File: src/rtl/xtea_pkg.sv
// Shared types, constants and the XTEA mixing function used by the XTEA engine.
package xtea_pkg;

    localparam logic [31:0] XTEA_DELTA = 32'h9E3779B9;

    typedef enum logic [1:0] {
        IDLE = 2'd0,
        RUN  = 2'd1,
        DONE = 2'd2
    } state_t;

    typedef logic [31:0] word_t;
    typedef word_t [3:0] key_t;

    function automatic word_t xtea_mix(input word_t v);
        return ((v << 4) ^ (v >> 5)) + v;
    endfunction

endpackage

File: src/rtl/xtea_round.sv
// One full XTEA cycle (two Feistel half-rounds), purely combinational.
module xtea_round
    import xtea_pkg::*;
#(
    parameter word_t DELTA = XTEA_DELTA
) (
    input  word_t v0,
    input  word_t v1,
    input  word_t sum,
    input  key_t  key,
    input  logic  decrypt,
    output word_t v0_next,
    output word_t v1_next,
    output word_t sum_next
);

    // Both half-rounds chained; the second one uses the freshly updated word and sum.
    always_comb begin
        v0_next  = v0;
        v1_next  = v1;
        sum_next = sum;
        if (decrypt) begin
            v1_next  = v1 - (xtea_mix(v0) ^ (sum + key[sum[12:11]]));
            sum_next = sum - DELTA;
            v0_next  = v0 - (xtea_mix(v1_next) ^ (sum_next + key[sum_next[1:0]]));
        end else begin
            v0_next  = v0 + (xtea_mix(v1) ^ (sum + key[sum[1:0]]));
            sum_next = sum + DELTA;
            v1_next  = v1 + (xtea_mix(v0_next) ^ (sum_next + key[sum_next[12:11]]));
        end
    end

endmodule

File: src/rtl/xtea_core.sv
// Iterative XTEA engine: one block in flight, one XTEA cycle per clock,
// valid/ready handshakes on both sides.
module xtea_core
    import xtea_pkg::*;
#(
    parameter int    CYCLES = 32,
    parameter word_t DELTA  = XTEA_DELTA
) (
    input  logic         clk,
    input  logic         reset,
    input  logic [127:0] key,
    input  logic         decrypt,
    input  logic         in_valid,
    output logic         in_ready,
    input  logic [63:0]  in_data,
    output logic         out_valid,
    input  logic         out_ready,
    output logic [63:0]  out_data,
    output logic         busy
);

    localparam int                CNT_W      = (CYCLES > 1) ? $clog2(CYCLES) : 1;
    localparam logic [CNT_W-1:0]  LAST_ROUND = CNT_W'(CYCLES - 1);
    localparam word_t             SUM_DEC    = word_t'(DELTA * CYCLES);

    state_t             state_r;
    state_t             state_next_s;
    logic               accept_s;
    logic               step_s;
    logic [CNT_W-1:0]   round_r;
    word_t              v0_r;
    word_t              v1_r;
    word_t              sum_r;
    key_t               key_r;
    logic               decrypt_r;
    logic               in_ready_r;
    logic               out_valid_r;
    logic               busy_r;
    word_t              v0_nx_s;
    word_t              v1_nx_s;
    word_t              sum_nx_s;

    xtea_round #(
        .DELTA (DELTA)
    ) u_round (
        .v0       (v0_r),
        .v1       (v1_r),
        .sum      (sum_r),
        .key      (key_r),
        .decrypt  (decrypt_r),
        .v0_next  (v0_nx_s),
        .v1_next  (v1_nx_s),
        .sum_next (sum_nx_s)
    );

    // Next-state logic; acceptance also requires the registered in_ready so the
    // first cycle after reset release cannot take a block.
    always_comb begin
        state_next_s = state_r;
        accept_s     = 1'b0;
        step_s       = 1'b0;
        case (state_r)
            IDLE: begin
                if (in_valid && in_ready_r) begin
                    accept_s     = 1'b1;
                    state_next_s = RUN;
                end else begin
                    state_next_s = IDLE;
                end
            end
            RUN: begin
                step_s = 1'b1;
                if (round_r == LAST_ROUND) begin
                    state_next_s = DONE;
                end else begin
                    state_next_s = RUN;
                end
            end
            DONE: begin
                if (out_ready) begin
                    state_next_s = IDLE;
                end else begin
                    state_next_s = DONE;
                end
            end
            default: begin
                state_next_s = IDLE;
            end
        endcase
    end

    // State register and state-derived registered handshake/status outputs.
    always_ff @(posedge clk or posedge reset) begin
        if (reset) begin
            state_r     <= IDLE;
            in_ready_r  <= 1'b0;
            out_valid_r <= 1'b0;
            busy_r      <= 1'b0;
        end else begin
            state_r     <= state_next_s;
            in_ready_r  <= (state_next_s == IDLE);
            out_valid_r <= (state_next_s == DONE);
            busy_r      <= (state_next_s != IDLE);
        end
    end

    // Block, key and schedule registers: loaded on accept, advanced once per RUN clock.
    always_ff @(posedge clk or posedge reset) begin
        if (reset) begin
            v0_r      <= 32'h0000_0000;
            v1_r      <= 32'h0000_0000;
            sum_r     <= 32'h0000_0000;
            key_r     <= 128'h0;
            decrypt_r <= 1'b0;
            round_r   <= '0;
        end else if (accept_s) begin
            v0_r      <= in_data[63:32];
            v1_r      <= in_data[31:0];
            sum_r     <= decrypt ? SUM_DEC : 32'h0000_0000;
            key_r     <= key;
            decrypt_r <= decrypt;
            round_r   <= '0;
        end else if (step_s) begin
            v0_r      <= v0_nx_s;
            v1_r      <= v1_nx_s;
            sum_r     <= sum_nx_s;
            round_r   <= round_r + CNT_W'(1);
        end else begin
            v0_r      <= v0_r;
            v1_r      <= v1_r;
            sum_r     <= sum_r;
            round_r   <= round_r;
        end
    end

    assign in_ready  = in_ready_r;
    assign out_valid = out_valid_r;
    assign busy      = busy_r;
    assign out_data  = {v0_r, v1_r};

endmodule

File: config.mk
export PLATFORM = sky130hd
export DESIGN_NAME = xtea_core
export DESIGN_NICKNAME = d
export VERILOG_FILES = /design/src/rtl/xtea_pkg.sv /design/src/rtl/xtea_round.sv /design/src/rtl/xtea_core.sv
export SDC_FILE = /design/constraint.sdc
export NUM_CORES = 2
export LEC_CHECK = 0
export ABC_AREA = 1
export CELL_PAD_IN_SITES_DETAIL_PLACEMENT = 0
export CELL_PAD_IN_SITES_GLOBAL_PLACEMENT = 2
export CORE_MARGIN = 10
export CORE_UTILIZATION = 34
export DETAILED_ROUTE_END_ITERATION = 12
export GPL_TIMING_DRIVEN = 0
export PLACE_DENSITY = 0.87
export SETUP_SLACK_MARGIN = 0.05
export SLEW_MARGIN = 10
export SYNTH_ARGS = -nofsm -noshare
export SYNTH_HDL_FRONTEND = slang
export SYNTH_SLANG_ARGS = --single-unit
File: constraint.sdc
create_clock -name clk -period 11.6 [get_ports clk]
set_input_delay 2.32 -clock clk [delete_from_list [all_inputs] [get_ports clk]]
set_output_delay 2.32 -clock clk [all_outputs]
set_load 0.01 [all_outputs]
## Yosys cells after proc, flatten, opt, wreduce, memory -nomap -nowiden

Cells that the tools add are included.

| word-level totals | value |
|---|---|
| flip-flop bits (word level) | 235 |
| input bits | 197 |
| output and inout bits | 67 |
| logic and storage cells | 76 |

| operators by class | value |
|---|---|
| $add $sub $neg | 15 |
| order comparisons | 4 |
| equal/unequal tests | 4 |
| muxes and demuxes | 27 |
| bitwise operators | 8 |
| reductions and logical operators | 5 |

Operators by type and width:

| cell | number |
|---|---|
| 32-bit two-way mux | 14 |
| 32-bit adder | 10 |
| 32-bit binary-select mux with 2-bit select | 4 |
| 32-bit by 27-bit bitwise XOR with 32-bit output | 4 |
| 32-bit bitwise XOR | 4 |
| 32-bit subtractor | 2 |
| 32-bit adder (second input constant) | 1 |
| 32-bit subtractor (second input constant) | 1 |
| 2-bit by 3-bit < comparator with 1-bit output (second input constant) | 4 |
| 5-bit two-way mux | 2 |
| 2-bit one-hot mux with 3 select lines | 1 |
| 5-bit by 1-bit adder with 5-bit output (second input constant) | 1 |
| 5-bit equality test (second input constant) | 1 |
| 2-bit equality test (second input constant) | 2 |
| 2-bit logical NOT | 2 |
| 1-bit two-way mux | 4 |
| 2-bit two-way mux | 2 |
| 2-bit nonzero test | 2 |
| 2-bit by 1-bit equality test with 1-bit output (second input constant) | 1 |
| 1-bit logical AND | 1 |

## Longest topological paths before layout

| depth | value |
|---|---|
| depth after elaboration | 12 |
| gate-level depth with buffers | 57 |

## Cells and area by module

Synthesis repeated with hierarchy kept, for this count alone.

| second synthesis, totals | value |
|---|---|
| cell total of the unflattened synthesis | 5833 |
| area total of the unflattened synthesis | 36852.8 um^2 |

By module, submodules not included:

| module | instances | cells each | area an instance (um^2) | sequential area each (um^2) |
|---|---|---|---|---|
| xtea_round | 1 | 4712 | 27262.4 | 0.0 |
| xtea_core | 1 | 1121 | 9590.4 | 5880.6 |

## Worst setup path before layout

OpenSTA, ideal clock, no wires.

| timing | value |
|---|---|
| path kind | flip-flop to flip-flop |
| start | register sum_r[11] |
| end | register v0_r[28] |
| data arrival time | 7.557 ns |
| path slack | 3.925 ns |
| stages on the path, launching flop included | 53 |
| buffers on the path | 3 |
| cell sequence | dfrtp_1 buf_4 inv_4 clkbuf_1 clkbuf_1 a21oi_1 o21ai_0 o21ai_0 ha_1 fa_1 a31oi_1 inv_1 nand2_1 nand2_1 a21oi_1 o21ai_0 xnor2_1 xor2_1 [17 not listed] xor2_1 xor2_1 inv_1 ha_1 nand2_1 nor2_1 and2_1 nand4_1 nand3_1 nand3_1 nand2_1 a31oi_1 o21bai_1 xor2_1 nand2_1 nand4_1 o21ai_1 inv_1 |

| on the way | value |
|---|---|
| cells in the longest elaborated chain, start to end | 12 |
| elaborated cells between the ends (all ways) | 17 |
| those cells by class | add/sub: 8; mux: 5; bitwise: 4 |

RTL lines:

| what | RTL line | RTL |
|---|---|---|
| from (decl) | xtea_core.sv:33 | `word_t sum_r;` |
| from (signal assigned) | xtea_core.sv:119 | `sum_r <= decrypt ? SUM_DEC : 32'h0000_0000;` |
| from (signal assigned) | xtea_core.sv:126 | `sum_r <= sum_nx_s;` |
| from (signal assigned) | xtea_core.sv:131 | `sum_r <= sum_r;` |
| 32-bit binary-select mux with 2-bit select | xtea_round.sv:23 | `v1_next = v1 - (xtea_mix(v0) ^ (sum + key[sum[12:11]]));` |
| 32-bit two-way mux (not written as such) | xtea_round.sv:23 |  |
| 32-bit adder | xtea_round.sv:23 |  |
| 32-bit bitwise XOR | xtea_round.sv:23 |  |
| 32-bit subtractor | xtea_round.sv:23 |  |
| 32-bit by 27-bit bitwise XOR with 32-bit output | xtea_pkg.sv:16 | `return ((v << 4) ^ (v >> 5)) + v;` |
| 32-bit adder | xtea_pkg.sv:16 |  |
| 32-bit bitwise XOR | xtea_round.sv:25 | `v0_next = v0 - (xtea_mix(v1_next) ^ (sum_next + key[sum_next[1:0]]));` |
| 32-bit subtractor | xtea_round.sv:25 |  |
| 32-bit two-way mux * | xtea_round.sv:22 | `if (decrypt) begin` |
| 32-bit two-way mux * | xtea_core.sv:123 | `end else if (step_s) begin` |
| 32-bit two-way mux * | xtea_core.sv:116 | `end else if (accept_s) begin` |
| to (signal assigned) | xtea_core.sv:117 | `v0_r <= in_data[63:32];` |
| to (signal assigned) | xtea_core.sv:124 | `v0_r <= v0_nx_s;` |
| to (signal assigned) | xtea_core.sv:129 | `v0_r <= v0_r;` |
| to (decl) | xtea_core.sv:31 | `word_t v0_r;` |

Every way passes the cells marked *; elsewhere a longest branch is shown, timed or not. The select of a mux whose other input is x is not followed.
A chain may end at the register's enable or synchronous reset.

## Worst setup path after layout

| timing | value |
|---|---|
| start | register sum_r[12] |
| end | register v0_r[28] |

Same word-level chain as after synthesis.

==> impl_metrics.prom <==
# TYPE chip_impl_metric gauge
chip_impl_metric{name="layout_min_cycle_time",unit="ns"} 11.25
chip_impl_metric{name="drive_gt1_frac",unit=""} 0.0512
chip_impl_metric{name="grt_start_max_net_pins",unit=""} 107
chip_impl_info{name="cp-startpoint",value="sum_r[12]"} 1
chip_impl_metric{name="setup_viol",unit=""} 0
chip_impl_metric{name="final-hold-violation-count",unit=""} 0
chip_impl_info{name="dominantRegCellSynth",value="sky130_fd_sc_hd__dfrtp_1"} 1
chip_impl_metric{name="dr_total_vias",unit=""} 40800
chip_impl_metric{name="hold_ws",unit="ns"} 0.510
chip_impl_info{name="cts_tree",value="built"} 1
chip_impl_metric{name="cp_max_fo",unit=""} 10
chip_impl_metric{name="path_clk_slew",unit="ns"} 0.07
chip_impl_metric{name="timing_max_transition_violations_final",unit=""} 0
chip_impl_info{name="status",value="finished, final reports clean"} 1
chip_impl_metric{name="post-route-drc-count",unit=""} 0
chip_impl_metric{name="core-area",unit="µm²"} 104000
chip_impl_metric{name="boundaryPins",unit=""} 264
chip_impl_metric{name="grt_pass1_wl",unit="mm"} 281
chip_impl_metric{name="synth_cells",unit=""} 5459
chip_impl_metric{name="synth_area",unit="µm²"} 35700
chip_impl_info{name="worst_hold_path_type",value="flip-flop to flip-flop"} 1
chip_impl_metric{name="drt-initial-drc-count",unit=""} 3754
chip_impl_metric{name="final_core_util",unit=""} 0.400
chip_impl_metric{name="track_usage",unit=""} 0.327
chip_impl_metric{name="antenna_violating_nets_post_route",unit=""} 0
chip_impl_metric{name="floorplan.die.width",unit="µm"} 344
chip_impl_metric{name="die_footprint",unit="µm²"} 118000
chip_impl_metric{name="timing.critical_path.slowest_cell_delay",unit="ns"} 0.75
chip_impl_metric{name="syn2layout_area_growth",unit="%"} 16.4
chip_impl_metric{name="ctsHtreeMaxLevel",unit=""} 1
chip_impl_metric{name="mappedNetlistNets",unit=""} 6056
chip_impl_metric{name="skew",unit="ns"} 0.0271
chip_impl_info{name="critPathCaptureType",value="flip-flop"} 1
chip_impl_metric{name="placement_rows",unit=""} 118
chip_impl_info{name="most-common-layout-cells",value="1229 x sky130_fd_sc_hd__nand2_1, 551 x sky130_fd_sc_hd__inv_1, 540 x sky130_fd_sc_hd__o21ai_0"} 1
chip_impl_metric{name="slew-limit-headroom",unit=""} 0.0494
chip_impl_metric{name="yosysWarningCount",unit=""} 0
chip_impl_info{name="layout.cells.most_common",value="sky130_fd_sc_hd__nand2_1"} 1
chip_impl_metric{name="clock_latency",unit="ns"} 0.66
chip_impl_metric{name="globalplace.congestion",unit=""} 1.01
chip_impl_metric{name="floorplan.die.height",unit="µm"} 344
chip_impl_metric{name="antennaDiodeCount",unit=""} 0
chip_impl_metric{name="async_set_or_reset_register_ratio_after_synthesis",unit=""} 1.00
chip_impl_info{name="worstSetupPathType",value="flip-flop to flip-flop"} 1
chip_impl_metric{name="timing.critical_path.required",unit="ns"} 12.14
chip_impl_metric{name="globalRouteOverflowTotal",unit=""} 0
chip_impl_info{name="cts.root.buffer_cell",value="sky130_fd_sc_hd__clkbuf_16"} 1
chip_impl_metric{name="finalNetCount",unit=""} 6355
chip_impl_metric{name="final_design_area_no_fill",unit="µm²"} 41500
chip_impl_info{name="rsz0062_at_grt",value="false"} 1
chip_impl_metric{name="hpwlAfterDp",unit="mm"} 168
chip_impl_metric{name="synth.lib_cells_used.distinct",unit=""} 74
chip_impl_info{name="critical_path.slowest_cell",value="sky130_fd_sc_hd__xor2_1"} 1
chip_impl_info{name="hold_start",value="round_r[4]"} 1
chip_impl_metric{name="dpl_cell_area",unit="µm²"} 40200
chip_impl_metric{name="vias_per_cell",unit=""} 5.70
chip_impl_metric{name="synth_sequential_area_ratio",unit=""} 0.165
chip_impl_metric{name="tritoncts_buffers",unit=""} 31
chip_impl_info{name="worst_path_most_repeated_cell",value="sky130_fd_sc_hd__nand2_1"} 1
chip_impl_metric{name="mean_instance_size_in_the_synthesized_netlist",unit="µm²"} 6.53
chip_impl_metric{name="antenna_found_initial",unit=""} 13
chip_impl_info{name="crit_path_start_kind",value="flip-flop"} 1
chip_impl_metric{name="numClockSinks",unit=""} 235
chip_impl_metric{name="number_of_buffers_inserted_to_repair_setup_after_cts",unit=""} 0
chip_impl_metric{name="synth_edf_count",unit=""} 0
chip_impl_metric{name="final.period_utilization",unit=""} 0.970
chip_impl_metric{name="critPathArrivalTime",unit="ns"} 11.78
chip_impl_metric{name="first_pass_iters",unit=""} 6
chip_impl_metric{name="max_slew.worst_pin.slew",unit="ns"} 1.43
chip_impl_metric{name="numPortBuffers",unit=""} 263
chip_impl_metric{name="highest_clock_rate",unit="GHz"} 0.0889
chip_impl_metric{name="finalWirelength",unit="mm"} 202
chip_impl_metric{name="max_cap_viol_count",unit=""} 0
chip_impl_metric{name="synth-seq-cells",unit=""} 235
chip_impl_metric{name="first_global_vias",unit=""} 39600
chip_impl_metric{name="cts_max_path_buffers",unit=""} 3
chip_impl_metric{name="avgRoutedWirePerCell",unit="µm"} 28.2
chip_impl_metric{name="floorplan.initialDensity",unit=""} 0.344
chip_impl_info{name="timing.rr.start",value="sum_r[12]"} 1
[critical path, delay by kind of cell, from the launching register on]
family                     cells  cell delay (ns)
adders and majority gates      4             1.52
DFF                            1             0.49
buffers and inverters          7             1.30
and+or+nand+nor               12             1.80
xor gates and xnor gates       6             1.70
AOI/OAI and AO/OA             16             4.30
[logic make-up (layout without fill, tap and decap cells)]
| group | count (synthesis) | after routing | share of synthesized area |
|---|---|---|---|
| flops | 235 | 235 | 0.165 |
| mux | 2 | 2 | 0.000561 |
| simple gates | 2041 | 2041 | 0.237 |
| compound gates | 1461 | 1461 | 0.233 |
| buf+inv | 755 | 1077 | 0.0807 |
| xor+xnor | 565 | 565 | 0.141 |
| fa+ha+maj | 400 | 400 | 0.143 |
[sequential cells by signal, indices dropped and copies added, names as in the netlist]
signal     count
v0_r          32
state_r        2
key_r        128
out_valid      1
busy           1
in_ready       1
sum_r         32
round_r        5
decrypt_r      1
v1_r          32
[final timing paths]
path | to | slack [ns] | cells after the start
worst max-delay path | v0_r[28] | 0.35 | 45
worst min-delay path | round_r[4] | 0.51 | 1
worst max register to register | v0_r[28] | 0.35 | 45
worst min register to register | round_r[4] | 0.51 | 1
max in group asynchronous | v0_r[24] | 8.53 | 3
min in group asynchronous | key_r[112] | 2.11 | 2
[area by class of cell]
class                   count  area (µm²)
plain buffers             169         717
inverters                 584        2200
repair buffers            268        2740
fillers                 11500       62300
flip-flops and latches    235        5880
well taps                1380        1730
clock buffers              38         852
multi-input cells        4469       27000
clock inverters            18         398
[layer usage]
metal | share of wire | GRT usage | wire length, µm | vias to the layer above
met2 | 0.43 | 0.516 | 87400 | 1968
met4 | 0.071 | 0.192 | 14400 | 10
met5 | 0.00036 | 0 | 73 | -
met3 | 0.084 | 0.0502 | 17000 | 472
li1 | - | - | - | 18900
met1 | 0.41 | 0.420 | 83100 | 19400
[cells in the mapped netlist (16+ instances only)]
master / count / area, µm²
sky130_fd_sc_hd__inv_2: 29 / 109
sky130_fd_sc_hd__o31ai_1: 17 / 128
sky130_fd_sc_hd__o211ai_1: 27 / 203
sky130_fd_sc_hd__nand2_2: 37 / 231
sky130_fd_sc_hd__ha_1: 388 / 4850
sky130_fd_sc_hd__o21a_1: 20 / 150
sky130_fd_sc_hd__o21ai_2: 21 / 184
sky130_fd_sc_hd__a21oi_2: 16 / 140
sky130_fd_sc_hd__dfrtp_1: 235 / 5880
sky130_fd_sc_hd__o21bai_1: 24 / 180
sky130_fd_sc_hd__xnor2_1: 146 / 1280
sky130_fd_sc_hd__a31oi_1: 41 / 257
sky130_fd_sc_hd__nor3_1: 46 / 230
sky130_fd_sc_hd__nand4_1: 39 / 244
sky130_fd_sc_hd__nor4_1: 19 / 119
sky130_fd_sc_hd__nand3_1: 154 / 771
sky130_fd_sc_hd__xor2_1: 411 / 3600
sky130_fd_sc_hd__a21o_1: 32 / 240
sky130_fd_sc_hd__nor2_1: 449 / 1690
sky130_fd_sc_hd__clkbuf_1: 141 / 529
sky130_fd_sc_hd__o21ai_1: 51 / 255
sky130_fd_sc_hd__o2111ai_1: 17 / 149
sky130_fd_sc_hd__nand2_1: 1229 / 4610
sky130_fd_sc_hd__o22ai_1: 98 / 613
sky130_fd_sc_hd__o21ai_0: 542 / 2710
sky130_fd_sc_hd__a21oi_1: 480 / 2400
sky130_fd_sc_hd__inv_1: 552 / 2070
[repair_timing]
action                                 4_1_cts  5_1_grt
setup endpoints to repair                   15       21
resized for setup                            8       33
hold buffers                                 0        0
endpoints found under the hold margin        0        0
[per-stage QoR]
step                setup WS (ns)  std cells  TNS [ns]
floorplan                    2.83       5459         0
global placement            -1.76       7102   -398.10
detailed placement         -0.158       7107     -1.13
CTS                        0.0579       7163         0
global route               0.0655       7161         0
finish                      0.352       7161         0
Power is left out: the tool's default activity adds up to more than one toggle a clock period on the data nets, which glitch-free logic cannot reach.
